`src/rtl/time_keeper_ctrl.sv`:
```
// time_keeper_ctrl: hh:mm:ss 24-hour time keeper with a RUN/SET_HOUR/SET_MIN
// edit FSM. It takes debounced key pulses and a 1 Hz tick. It drives packed
// BCD digits and an edit-field code to the display scanner. All outputs are
// registered.
module time_keeper_ctrl #(
    parameter int HOUR_MOD = 24,
    parameter int MIN_MOD  = 60
) (
    input  logic        clk,
    input  logic        rst,
    input  logic        tick_1hz,
    input  logic        mode_pulse,
    input  logic        inc_pulse,
    output logic [23:0] bcd_time,
    output logic [1:0]  edit_field,
    output logic        sec_strobe
);

    // Enum encoding equals the edit_field code, so the FSM and the output agree by construction.
    typedef enum logic [1:0] {
        RUN      = 2'b00,
        SET_HOUR = 2'b01,
        SET_MIN  = 2'b10
    } state_t;

    localparam logic [4:0] HOUR_LAST = 5'(HOUR_MOD - 1);
    localparam logic [5:0] MIN_LAST  = 6'(MIN_MOD - 1);

    state_t     state;
    logic [4:0] hour;
    logic [5:0] min;
    logic [5:0] sec;

    // Binary 0..63 to two BCD digits. Only 0..59 ever reaches this function.
    function automatic logic [7:0] to_bcd(input logic [5:0] v);
        logic [3:0] tens;
        logic [3:0] ones;
        tens = 4'(v / 6'd10);
        ones = 4'(v % 6'd10);
        return {tens, ones};
    endfunction

    // Mode FSM and time counters. mode_pulse outranks inc_pulse and tick_1hz,
    // and ticks only advance time in RUN.
    always_ff @(posedge clk) begin
        if (rst) begin
            state      <= RUN;
            edit_field <= 2'b00;
            hour       <= '0;
            min        <= '0;
            sec        <= '0;
            sec_strobe <= 1'b0;
        end else begin
            sec_strobe <= 1'b0;
            if (mode_pulse) begin
                case (state)
                    RUN: begin
                        state      <= SET_HOUR;
                        edit_field <= SET_HOUR;
                    end
                    SET_HOUR: begin
                        state      <= SET_MIN;
                        edit_field <= SET_MIN;
                    end
                    default: begin
                        // Leaving SET_MIN restarts the seconds from :00.
                        state      <= RUN;
                        edit_field <= RUN;
                        sec        <= '0;
                    end
                endcase
            end else begin
                case (state)
                    RUN: begin
                        if (tick_1hz) begin
                            sec_strobe <= 1'b1;
                            if (sec >= MIN_LAST) begin
                                sec <= '0;
                                if (min >= MIN_LAST) begin
                                    min  <= '0;
                                    hour <= (hour >= HOUR_LAST) ? 5'd0 : hour + 5'd1;
                                end else begin
                                    min <= min + 6'd1;
                                end
                            end else begin
                                sec <= sec + 6'd1;
                            end
                        end
                    end
                    SET_HOUR: begin
                        if (inc_pulse)
                            hour <= (hour >= HOUR_LAST) ? 5'd0 : hour + 5'd1;
                    end
                    SET_MIN: begin
                        if (inc_pulse)
                            min <= (min >= MIN_LAST) ? 6'd0 : min + 6'd1;
                    end
                    default: begin
                        state      <= RUN;
                        edit_field <= RUN;
                    end
                endcase
            end
        end
    end

    // Registered BCD view of the counters. It lags a counter change by one cycle.
    always_ff @(posedge clk) begin
        if (rst)
            bcd_time <= 24'h000000;
        else
            bcd_time <= {to_bcd({1'b0, hour}), to_bcd(min), to_bcd(sec)};
    end

endmodule

```
`config.mk`:
```
export PLATFORM = sky130hd
export DESIGN_NAME = time_keeper_ctrl
export DESIGN_NICKNAME = d
export VERILOG_FILES = /design/src/rtl/time_keeper_ctrl.sv
export SDC_FILE = /design/constraint.sdc
export NUM_CORES = 1
export LEC_CHECK = 0
export CORE_ASPECT_RATIO = 2
export CORE_UTILIZATION = 60
export CTS_BUF_LIST = sky130_fd_sc_hd__clkbuf_4
export CTS_CLUSTER_DIAMETER = 120
export DETAILED_ROUTE_END_ITERATION = 6
export PLACE_DENSITY_LB_ADDON = 0.15
export SKIP_LAST_GASP = 1
export SLEW_MARGIN = 10
export SYNTH_ARGS = -nofsm -noshare
export SYNTH_HDL_FRONTEND = slang
export SYNTH_SLANG_ARGS = --single-unit
```
`constraint.sdc`:
```
create_clock -name clk -period 4 [get_ports clk]
set_input_delay 1.2 -clock clk [delete_from_list [all_inputs] [get_ports clk]]
set_output_delay 1.2 -clock clk [all_outputs]
set_load 0.03 [all_outputs]
```
==> flow_metrics.env <==
export IMPL_worst_path_buf_inv=1
export IMPL_synth_area_sq_um=2187
export IMPL_cts_tree="done"
export IMPL_synth_area_leaders="dfxtp_1 37%, ha_1 6.9%, nor2_1 5.7%"
export IMPL_multiInputGateArea_sq_um=1234
export IMPL_clock_skew_final_ns=0.009432
export IMPL_grt_max_degree=25
export IMPL_viasPerCell=5.591
export IMPL_maxCapViolations=0
export IMPL_seq_area_sq_um=800.8
export IMPL_htreeDepth=2
export IMPL_top_layer="met4"
export IMPL_vdd_drop_max_uv=214.7
export IMPL_start_util_pct=64.03
export IMPL_placement_io_buffers=27
export IMPL_tns_ns=0
export IMPL_drc=0
export IMPL_seq_area_frac_synth_pct=36.61
export IMPL_grt_overflow=0
export IMPL_cp_top_family="buffers and inverters"
export IMPL_period_share_pct=72.27
export IMPL_dpl_cell_area_sq_um=2429
export IMPL_wl_um=4230
export IMPL_cts_buffer_depth=2
export IMPL_min_period_ns=2.891
export IMPL_startpoint_type="register"
export IMPL_wl_met3_um=91
export IMPL_path_class="reg -> out"
export IMPL_dieArea_sq_um=3905
export IMPL_required_ns=2.80
export IMPL_worst_pin_slew_ns=0.8292
export IMPL_cellPowerDensity_nw_per_um2=268.7
export IMPL_rsz0062_at_grt="no"
export IMPL_vias=1845
export IMPL_final_area_sq_um=2480
export IMPL_power_uw=666.4
export IMPL_grt_pass1_vias=1679
export IMPL_cp_end_kind="output port"
export IMPL_grtUsageTotal_pct=23.89
export IMPL_ant_nets=0
export IMPL_yosys_area_top_type="dfxtp_1"
export IMPL_antenna_found_initial=0
export IMPL_nets=298
export IMPL_path_cells="clkdlybuf4s50_1"
export IMPL_drv_slew=0
export IMPL_place_congestion=0.7462
export IMPL_drt_iter0_drc=48
export IMPL_routedWlPerCell_um=12.82
export IMPL_boundaryPins=32
export IMPL_clock_sinks=40
export IMPL_holdCritPathClass="reg -> reg"
export IMPL_fillers=276
export IMPL_cts_hold_buf=0
export IMPL_syn_to_final_growth_pct=13.39
export IMPL_num_rows=30
export IMPL_whs_ns=0.5553
export IMPL_dp_hpwl_um=3146
export IMPL_worstPathArrival_ns=1.69
export IMPL_cp_slowest_stage_delay_ns=0.76
export IMPL_ys_async_sr_fraction_pct=0
export IMPL_utilization_pct=72.60
export IMPL_synth_warnings=0
export IMPL_cts_setup_buffers=0
export IMPL_core_area_sq_um=3416
export IMPL_run_status="finished clean"
export IMPL_die_w_um=44.69
export IMPL_ys_flop_type="dfxtp_1"
export IMPL_maxSlewHeadroom_pct=44.54
export IMPL_synth_edf_count=0
export IMPL_num_antenna_cells=0
export IMPL_critical_path_slowest_cell="clkdlybuf4s50_1"
export IMPL_p_leak_uw=0.0009295
export IMPL_grt_pass1_wl_um=7003
export IMPL_synth_seq_cells=40
export IMPL_cts_root_buf="clkbuf_4"
export IMPL_drt_pass1_iterations=4
export IMPL_fp_dieH_um=87.38
export IMPL_hold_violations=0
export IMPL_synth_top_area_share_pct=36.61
export IMPL_clk_pin_slew_ns=0.11
export IMPL_clk_latency_ns=0.35
export IMPL_drive_gt1_share_pct=6.028
export IMPL_ctsResizeCount=0
export IMPL_netlist_instances=262
export IMPL_syn_mean_instance_area_sq_um=8.348
export IMPL_cts_buffers=5
export IMPL_wl_met2_um=2359
export IMPL_setup_viol=0
export IMPL_final_cell_mix="40 x dfxtp_1, 33 x nor2_1, 27 x clkdlybuf4s50_1"
export IMPL_wl_met1_um=1637
export IMPL_max_freq_mhz=345.9
export IMPL_ys_types=52
export IMPL_path_max_fanout=9
export IMPL_mostFrequentLayoutCell="dfxtp_1"
## path summary, 6_finish.rpt
kind,startpoint,end,slack (ns),depth (start not counted)
max,state[0]$_SDFFE_PP0P_,edit_field[0],1.11,1
min,min[1]$_SDFFE_PP0P_,min[1]$_SDFFE_PP0P_,0.56,2
max reg2reg,min[1]$_SDFFE_PP0P_,hour[3]$_SDFFE_PP0P_,1.73,6
min reg2reg,min[1]$_SDFFE_PP0P_,min[1]$_SDFFE_PP0P_,0.56,2
## layer usage
layer | global-route usage, % | vias up
met4 | 15.70 | 0
met5 | 0 | -
met1 | 22.47 | 858
li1 | - | 939
met2 | 43.72 | 36
met3 | 4.772 | 12
## cells in the mapped netlist (2+ instances only)
library cell,number
nor4b_1,2
mux2_1,2
a211oi_1,2
ha_1,12
a31oi_1,2
xnor2_1,6
nor2b_1,10
a22o_1,2
nor2_1,33
buf_2,8
nand4b_1,2
nor3b_1,4
clkbuf_1,5
and3_1,2
inv_1,13
a21o_1,2
o21ai_1,2
nand2_1,18
nand3b_1,4
o21ai_0,9
nor4_1,2
buf_4,6
a221o_1,2
a22oi_1,3
nand2b_1,10
dfxtp_1,40
nand3_1,9
a21oi_1,21
nor3_1,6
## metrics by stage
step | std cells | setup slack (ns)
floorplan | 265 | 1.655
global placement | 322 | 1.105
detailed placement | 322 | 1.047
CTS | 330 | 1.101
global route | 330 | 1.049
finish | 330 | 1.109
## registers in the layout, indices dropped and copies added (netlist names)
name / cells
sec_strobe: 1
state: 2
hour: 5
sec: 6
min: 6
bcd_time: 20
## kinds of logic after synthesis
group / Yosys count / share of synthesized area (%)
and+or+nand+nor: 107 / 25.17
AOI/OAI and AO/OA: 60 / 19.79
DFF: 40 / 36.61
buffers and inverters: 33 / 7.494
adders and majority gates: 12 / 6.865
xor gates and xnor gates: 6 / 2.403
muxes: 3 / 1.487
other: 1 / 0.1715
## area by class of cell
type	instances	area share (%)
Clock buffer	5	1.514
Sequential cell	40	32.29
Inverter	13	1.968
Multi-Input combinational cell	192	49.75
Tap cell	48	2.422
Timing Repair Buffer	29	11.50
Clock inverter	3	0.5550
## worst reg2reg max path: stages, from the launching register on
cell,delay (ns)
dfxtp_1,0.46
ha_1,0.40
o2111ai_4,0.19
o41ai_4,0.36
nand2_2,0.14
or4_1,0.49
a21oi_1,0.15
## power by group
group | switching [uW] | internal, uW | leakage [uW]
Sequential | 8.27 | 404 | 0.000323
Combinational | 37.5 | 22.9 | 0.000574
Clock | 129 | 64.6 | 0.0000324
(Power assumes the default switching activity.)
